## src/rtl/mem_port_arbiter.sv

```systemverilog
// Shares one unified memory port between instruction fetch and data memory.
// DM has priority; a fairness guard, fence blocking and a hung-access timeout.
module mem_port_arbiter #(
   parameter int ADDR_W      = 32,
   parameter int DATA_W      = 32,
   parameter int FAIR_LIMIT  = 4,
   parameter int TIMEOUT_CYC = 255
) (
   input  logic                i_clk,
   input  logic                i_rst_n,
   input  logic                i_if_req,
   input  logic [ADDR_W-1:0]   i_if_addr,
   output logic                o_if_ack,
   output logic [DATA_W-1:0]   o_if_rdata,
   output logic                o_if_err,
   input  logic                i_dm_req,
   input  logic                i_dm_we,
   input  logic [ADDR_W-1:0]   i_dm_addr,
   input  logic [DATA_W-1:0]   i_dm_wdata,
   input  logic [DATA_W/8-1:0] i_dm_be,
   output logic                o_dm_ack,
   output logic [DATA_W-1:0]   o_dm_rdata,
   output logic                o_dm_err,
   input  logic                i_fence,
   output logic                o_mem_req,
   output logic                o_mem_we,
   output logic [ADDR_W-1:0]   o_mem_addr,
   output logic [DATA_W-1:0]   o_mem_wdata,
   output logic [DATA_W/8-1:0] o_mem_be,
   input  logic                i_mem_ack,
   input  logic [DATA_W-1:0]   i_mem_rdata,
   output logic                o_stall_if,
   output logic                o_stall_dm
);

   localparam int BE_W = DATA_W / 8;
   localparam int FC_W = $clog2(FAIR_LIMIT + 1);
   localparam int TC_W = $clog2(TIMEOUT_CYC + 1);

   typedef enum logic [1:0] {
      IDLE    = 2'd0,
      BUSY_IF = 2'd1,
      BUSY_DM = 2'd2
   } state_t;

   state_t              state_q, state_d;
   logic [FC_W-1:0]     fair_q, fair_d;
   logic [TC_W-1:0]     tmo_q, tmo_d;

   logic                mem_req_d, mem_we_d;
   logic [ADDR_W-1:0]   mem_addr_d;
   logic [DATA_W-1:0]   mem_wdata_d;
   logic [BE_W-1:0]     mem_be_d;
   logic                if_ack_d, if_err_d;
   logic [DATA_W-1:0]   if_rdata_d;
   logic                dm_ack_d, dm_err_d;
   logic [DATA_W-1:0]   dm_rdata_d;

   logic                if_elig, dm_elig;
   logic                fair_full, tmo_hit;
   logic                done;
   logic [DATA_W-1:0]   done_data;

   // A requester whose ack pulses this cycle still holds its request; mask it.
   assign if_elig   = i_if_req & ~i_fence & ~o_if_ack;
   assign dm_elig   = i_dm_req & ~o_dm_ack;
   assign fair_full = (fair_q >= FC_W'(FAIR_LIMIT));
   assign tmo_hit   = (tmo_q == TC_W'(TIMEOUT_CYC - 1));

   assign o_stall_if = i_if_req & ~o_if_ack;
   assign o_stall_dm = i_dm_req & ~o_dm_ack;

   // Next-state, grant selection, completion/abort and counter updates.
   always_comb begin
      state_d     = state_q;
      fair_d      = fair_q;
      tmo_d       = tmo_q;
      mem_req_d   = o_mem_req;
      mem_we_d    = o_mem_we;
      mem_addr_d  = o_mem_addr;
      mem_wdata_d = o_mem_wdata;
      mem_be_d    = o_mem_be;
      if_ack_d    = 1'b0;
      if_err_d    = 1'b0;
      if_rdata_d  = '0;
      dm_ack_d    = 1'b0;
      dm_err_d    = 1'b0;
      dm_rdata_d  = '0;
      done        = 1'b0;
      done_data   = '0;

      unique case (state_q)
         IDLE: begin
            if (if_elig && (!dm_elig || fair_full)) begin
               state_d     = BUSY_IF;
               mem_req_d   = 1'b1;
               mem_we_d    = 1'b0;
               mem_addr_d  = i_if_addr;
               mem_wdata_d = '0;
               mem_be_d    = '1;
               tmo_d       = '0;
               fair_d      = '0;
            end else if (dm_elig) begin
               state_d     = BUSY_DM;
               mem_req_d   = 1'b1;
               mem_we_d    = i_dm_we;
               mem_addr_d  = i_dm_addr;
               mem_wdata_d = i_dm_wdata;
               mem_be_d    = i_dm_be;
               tmo_d       = '0;
               if (i_if_req && !fair_full)
                  fair_d = fair_q + FC_W'(1);
            end
         end
         BUSY_IF, BUSY_DM: begin
            if (i_mem_ack) begin
               done      = 1'b1;
               done_data = o_mem_we ? '0 : i_mem_rdata;
            end else if (tmo_hit) begin
               done      = 1'b1;
            end else begin
               tmo_d     = tmo_q + TC_W'(1);
            end
            if (done) begin
               state_d   = IDLE;
               mem_req_d = 1'b0;
               if (state_q == BUSY_IF) begin
                  if_ack_d   = 1'b1;
                  if_rdata_d = done_data;
                  if_err_d   = ~i_mem_ack;
               end else begin
                  dm_ack_d   = 1'b1;
                  dm_rdata_d = done_data;
                  dm_err_d   = ~i_mem_ack;
               end
            end
         end
         default: begin
            state_d   = IDLE;
            mem_req_d = 1'b0;
         end
      endcase

      if (!i_if_req)
         fair_d = '0;
   end

   // State, counters and every registered output.
   always_ff @(posedge i_clk or negedge i_rst_n) begin
      if (!i_rst_n) begin
         state_q     <= IDLE;
         fair_q      <= '0;
         tmo_q       <= '0;
         o_mem_req   <= 1'b0;
         o_mem_we    <= 1'b0;
         o_mem_addr  <= '0;
         o_mem_wdata <= '0;
         o_mem_be    <= '0;
         o_if_ack    <= 1'b0;
         o_if_rdata  <= '0;
         o_if_err    <= 1'b0;
         o_dm_ack    <= 1'b0;
         o_dm_rdata  <= '0;
         o_dm_err    <= 1'b0;
      end else begin
         state_q     <= state_d;
         fair_q      <= fair_d;
         tmo_q       <= tmo_d;
         o_mem_req   <= mem_req_d;
         o_mem_we    <= mem_we_d;
         o_mem_addr  <= mem_addr_d;
         o_mem_wdata <= mem_wdata_d;
         o_mem_be    <= mem_be_d;
         o_if_ack    <= if_ack_d;
         o_if_rdata  <= if_rdata_d;
         o_if_err    <= if_err_d;
         o_dm_ack    <= dm_ack_d;
         o_dm_rdata  <= dm_rdata_d;
         o_dm_err    <= dm_err_d;
      end
   end

endmodule

```

## config.mk

```make
export PLATFORM = sky130hd
export DESIGN_NAME = mem_port_arbiter
export DESIGN_NICKNAME = d
export VERILOG_FILES = /design/src/rtl/mem_port_arbiter.sv
export SDC_FILE = /design/constraint.sdc
export NUM_CORES = 1
export LEC_CHECK = 0
export ABC_AREA = 1
export BUFFER_PORTS_ARGS = -buffer_cell sky130_fd_sc_hd__buf_2
export CAP_MARGIN = 20
export CORE_ASPECT_RATIO = 0.75
export CORE_MARGIN = 4
export CORE_UTILIZATION = 42
export CTS_BUF_LIST = sky130_fd_sc_hd__clkbuf_4 sky130_fd_sc_hd__clkbuf_8 sky130_fd_sc_hd__clkbuf_16
export DETAILED_ROUTE_END_ITERATION = 16
export GPL_TIMING_DRIVEN = 0
export PLACE_DENSITY = 0.83
export SLEW_MARGIN = 20
export SYNTH_ARGS = -nofsm -noshare
export SYNTH_HDL_FRONTEND = slang
export SYNTH_SLANG_ARGS = --single-unit
```

## constraint.sdc

```tcl
create_clock -name i_clk -period 1.5 [get_ports i_clk]
set_input_delay 0.075 -clock i_clk [delete_from_list [all_inputs] [get_ports i_clk]]
set_output_delay 0.075 -clock i_clk [all_outputs]
set_load 0.02 [all_outputs]
```

* Word level (Yosys, flattened, before mapping)
Cells that the tools add are included.
Storage, ports and cells: register bits 151, output and inout port bits 140, word-level logic and storage cells 97
Cells by class: add/subtract/negate cells 2, order comparisons 1, equality and inequality tests 10, mux-type cells 49, bitwise gates (word level) 8, reductions and logical operators 13
Operators by type and width (count):
- 2-to-1 mux 32 bit | 12
- 2-to-1 mux 8 bit | 4
- 2-to-1 mux 1 bit | 20
- one-hot mux 8 bit (2 select lines) | 1
- 2-to-1 mux 3 bit | 5
- adder 8 x 1 -> 8 bit (second input constant) | 1
- equality test 8 bit (second input constant) | 1
- 2-to-1 mux 4 bit | 2
- 2-to-1 mux 2 bit | 3
- != test 2 bit (second input constant) | 3
- != test 3 x 1 -> 1 bit (second input constant) | 2
- AND 1 bit | 4
- inverter 1 bit | 4
- one-hot mux 2 bit (2 select lines) | 1
- AND reduction 2 bit | 2
- AND reduction 4 bit | 1
- nonzero test 2 bit | 2
- adder 3 x 1 -> 3 bit (second input constant) | 1
- greater-or-equal comparator 3 bit (second input constant) | 1
- != test 3 bit (second input constant) | 1
- AND reduction 3 bit | 1
- equality test 2 x 1 -> 1 bit (second input constant) | 1
- equality test 2 bit (second input constant) | 1
- logical AND 1 bit | 2
- other kinds (6) | 7

* Depth between registers and ports, before layout
depth after elaboration 8, depth in mapped cells 10, depth with buffers taken out 10

* Worst setup path after synthesis
Ideal clock, no wire load.
path type reg2reg, start point register state_q[0], end point register tmo_q[0], setup time 65 ps, arrival 1440 ps, required time 1435 ps, slack -5 ps, stages on the path, launching flop included 9, clock period less this slack 1505 ps, cell sequence dfrtp_1 -> inv_1 -> ha_1 -> buf_2 -> nand2_1 -> nand2_1 -> a21oi_1 -> nand2_1 -> nand2_1
On the way: word-level cells in the longest chain between the ends 4, elaborated cells on any way between the ends 10, those cells by class eq/ne (5); mux (1); reduce/logical (4)
Ends and longest elaborated chain:
- start: declaration | line 46 | state_t state_q, state_d;
- start signal: assignment | line 166 | state_q <= state_d;
- equality test 2 x 1 -> 1 bit / equality test 2 bit (equally long branches) | line 92 | unique case (state_q)
- OR reduction 2 bit | line 92
- != test 2 bit (no source line) / nonzero test 2 bit (equally long branches)
- AND reduction 4 bit (no source line)
- end signal: assignment | line 168 | tmo_q <= tmo_d;
- end: declaration | line 48 | logic [TC_W-1:0] tmo_q, tmo_d;
Parallel ways exist; a longest one is shown, timed or not. A chain may end at the register's enable or synchronous reset.

* Worst setup path after layout
start point register state_q[1], end point register o_mem_be[3]
On the way: word-level cells in the longest chain between the ends 2
Ends and longest elaborated chain:
- zero test 2 bit | line 92
- AND reduction 2 bit (no source line)
- end signal: assignment | line 173 | o_mem_be <= mem_be_d;
- end: declaration | line 29 | output logic [DATA_W/8-1:0] o_mem_be,
Every way passes these cells.

==> metrics.yaml <==
status: "complete, but fails checks"
failed_checks: "negative setup slack"
die_area_um2: 16000
finalWeightedCongestion: 0.889
num-nets-final: 1237
cp-end-kind: "register"
worstSkewPairLatency_ns: 0.41
hold_ws_ns: 0.167
irDropWorstVdd_uv: 852
multi_input_comb_area_um2: 2060
total_half_perimeter_wirelength_after_legalization_and_detailed_placement_mm: 13.0
syn_area_per_cell_um2: 9.09
timing_worst_slew_pin_value_ns: 0.513
clock_slew_seen_by_the_registers_of_the_worst_setup_and_hold_paths_ns: 0.07
cts_tree: "yes"
maxClockFrequency_mhz: 651
netSwitchingFraction_pct: 42.4
arrival_ns: 1.82
areaGrowthSynthToFinish_pct: 69.5
floorplan.core_area_um2: 13700
cts.htree.levels: 4
timing.critical_path.fanout_max: 8
worst-setup-path-type: "register to register"
netlist_instances: 648
drt.antenna.violating_nets: 0
syn_nets: 792
synth_seq_area_share_pct: 64.1
crit_required_ns: 1.79
path_cells: "inv_2 -> ha_4 -> inv_4 -> a21oi_4 -> buf_12 -> inv_8 -> buf_8 -> buf_8 -> nand2_2 -> nand2_2"
seq_power_share_pct: 33.2
grt_setup_unrepaired: "true"
drive_gt1_share_pct: 36.7
globalRouteOverflowTotal: 0
routed_wirelength_mm: 24.0
initial_utilization_pct: 42.9
detailedRoute.firstIterationViolations: 534
register_area_um2: 3780
globalRouteTotalUtil_pct: 28.6
synthesis.yosys.warnings: 0
first_global_vias: 6910
antenna_violations_before_repair: 1
clock-sinks: 151
cellPowerDensity_nw_per_um2: 1790
power.static_leakage_nw: 5.36
avgViaCountPerCell: 5.17
num_io_pins: 279
number_of_rows_created_at_floorplan: 37
r2r_cells: 10
design_power_total_mw: 17.8
setup_viol: 18
hold_viol: 0
maximum_number_of_pins_on_one_net_before_global_route_repair: 103
routed_vias: 6624
detailedRoute.firstPassIterationCount: 7
p_sw_mw: 7.56
timing.final.crit_share_pct: 102
port_buffers: 278
min_period_ns: 1.54
fillerInstances: 883
drc: 0
layout.cells.most_common: "sky130_fd_sc_hd__buf_2"
cap_violations: 0
start_kind: "register"
grt_pass1_wl_mm: 35.8
p_clk_share_pct: 23.0
floorplan.die.width_um: 145
place_worst_setup_slack_ns: -0.368
clock-root-buffer: "sky130_fd_sc_hd__clkbuf_16"
holdCritPathClass: "input port to asynchronous set/reset pin"
yosys.cell_types.count: 19
finalWorstSetupSlack_ns: -0.0363
die_h_um: 111
layout.cells.most_common_list: "278 x sky130_fd_sc_hd__buf_2, 168 x sky130_fd_sc_hd__nand2_1, 151 x sky130_fd_sc_hd__dfrtp_1"
ff_latch_count_synth: 151
tritoncts.num_buffers: 17
cp_slowest_stage_delay_ns: 0.41
detail_route.wl_per_cell_um: 18.7
slowest_stage: "sky130_fd_sc_hd__dfrtp_1"
internal_power_mw: 10.3
cts-root-to-sink-buffers: 2
final_slew_violations: 0
finClkSkew_ns: 0.0123
layout.core_utilization_pct: 72.6
power_frac_comb_pct: 43.8
post_synth_instance_area_um2: 5890
slew_margin_rel_pct: 65.8
==> logic make-up (layout without fill, tap and decap cells) <==
kind of cell,after synthesis,count (layout),share of synthesized area (%)
AOI/OAI and AO/OA,80,80,6.99
xor gates and xnor gates,1,1,0.149
adders and majority gates,5,5,1.06
buffers and inverters,57,515,4.12
DFF,151,151,64.1
other,0,1,0
and+or+nand+nor,354,354,23.6
==> cells in the mapped netlist <==
library cell,n,area (um^2)
sky130_fd_sc_hd__o21ai_0,40,200
sky130_fd_sc_hd__nand2_1,196,736
sky130_fd_sc_hd__a21oi_4,1,16.3
sky130_fd_sc_hd__xnor2_1,1,8.76
sky130_fd_sc_hd__inv_2,2,7.51
sky130_fd_sc_hd__inv_1,20,75.1
sky130_fd_sc_hd__clkbuf_1,17,63.8
sky130_fd_sc_hd__nand3_1,40,200
sky130_fd_sc_hd__a21oi_1,5,25.0
sky130_fd_sc_hd__nor2_1,115,432
sky130_fd_sc_hd__buf_2,14,70.1
sky130_fd_sc_hd__buf_6,1,11.3
sky130_fd_sc_hd__dfrtp_1,151,3780
sky130_fd_sc_hd__ha_1,5,62.6
sky130_fd_sc_hd__nor3_1,2,10.0
sky130_fd_sc_hd__nand3_2,1,10.0
sky130_fd_sc_hd__buf_1,2,7.51
sky130_fd_sc_hd__o21ai_1,34,170
sky130_fd_sc_hd__buf_4,1,7.51
==> flip-flops by register name, summed over array words and instances, names as in the netlist, 2 cells and up <==
| name | cells |
|---|---|
| o_dm_rdata | 32 |
| o_mem_addr | 32 |
| o_mem_be | 4 |
| o_mem_wdata | 32 |
| fair_q | 3 |
| state_q | 2 |
| o_if_rdata | 32 |
| tmo_q | 8 |
==> routing by layer <==
layer | GRT usage (%) | wire, um | part of all wire, %
met1 | 32.3 | 8780 | 37
met2 | 48.9 | 12000 | 50
met3 | 8.74 | 2190 | 9.1
met4 | 13.6 | 1010 | 4.2
met5 | 0 | 0 | 0
==> worst max-delay path: cells and delay by family, from the launching register on <==
kind,cells,cell delay (ns)
buffers and inverters,6,0.61
flip-flops,1,0.41
adder cells (fa/ha/maj),1,0.16
AO/OA/AOI/OAI,1,0.13
AND/OR/NAND/NOR,2,0.12
==> what timing repair did <==
action | 4_1_cts | 5_1_grt
hold buffers | 136 | 0
buffers inserted | 7 | 4
setup endpoints to repair | 140 | 142
hold endpoints to repair | 187 | 0
pin swaps | 6 | 7
resized for setup | 77 | 90
gates cloned | 1 | 0
==> area by class of cell <==
class	count	area share, %
clock inverter	14	1.34
multi-input combinational	440	20.6
sequential	151	37.8
timing repair buffer	427	29.2
buffer	34	3.48
inverter	22	0.927
tap	175	2.19
antenna	1	0.0251
clock buffer	18	4.34
==> worst paths after layout <==
| kind | start | end | slack, ns |
|---|---|---|---|
| min in group i_clk | i_fence | fair_q[2]$_DFFE_PN0P_ | 0.21 |
| setup / recovery | state_q[1]$_DFFE_PN0P_ | o_mem_be[3]$_DFFE_PN0P_ | -0.04 |
| max in group asynchronous | i_rst_n | tmo_q[6]$_DFFE_PN0P_ | 0.51 |
| setup reg to reg | state_q[1]$_DFFE_PN0P_ | o_mem_be[3]$_DFFE_PN0P_ | -0.04 |
| hold reg to reg | o_mem_wdata[3]$_DFFE_PN0P_ | o_mem_wdata[3]$_DFFE_PN0P_ | 0.48 |
| hold / removal | i_rst_n | o_mem_wdata[18]$_DFFE_PN0P_ | 0.17 |
==> power by group through the flow <==
stage | clock (mW) | sequential [mW] | combinational, mW
finish | 4.09 | 5.92 | 7.82
global route | 4.33 | 6.02 | 8.39
CTS | 4.13 | 5.79 | 6.98
detailed placement | 0 | 5.81 | 6.03
global placement | 0 | 5.77 | 5.92
floorplan | 0 | 7.17 | 2.35
==> per-stage QoR <==
step	setup TNS, ns	cell area, um^2	cells
after floorplan	0	5900	648
after global placement	-309.00	7510	1101
after detailed placement	-39.05	7540	1102
after CTS	-0.216	9740	1277
after global routing	-2.27	9990	1282
final	-0.262	9990	1282
Power figures use the tool's default switching activity.
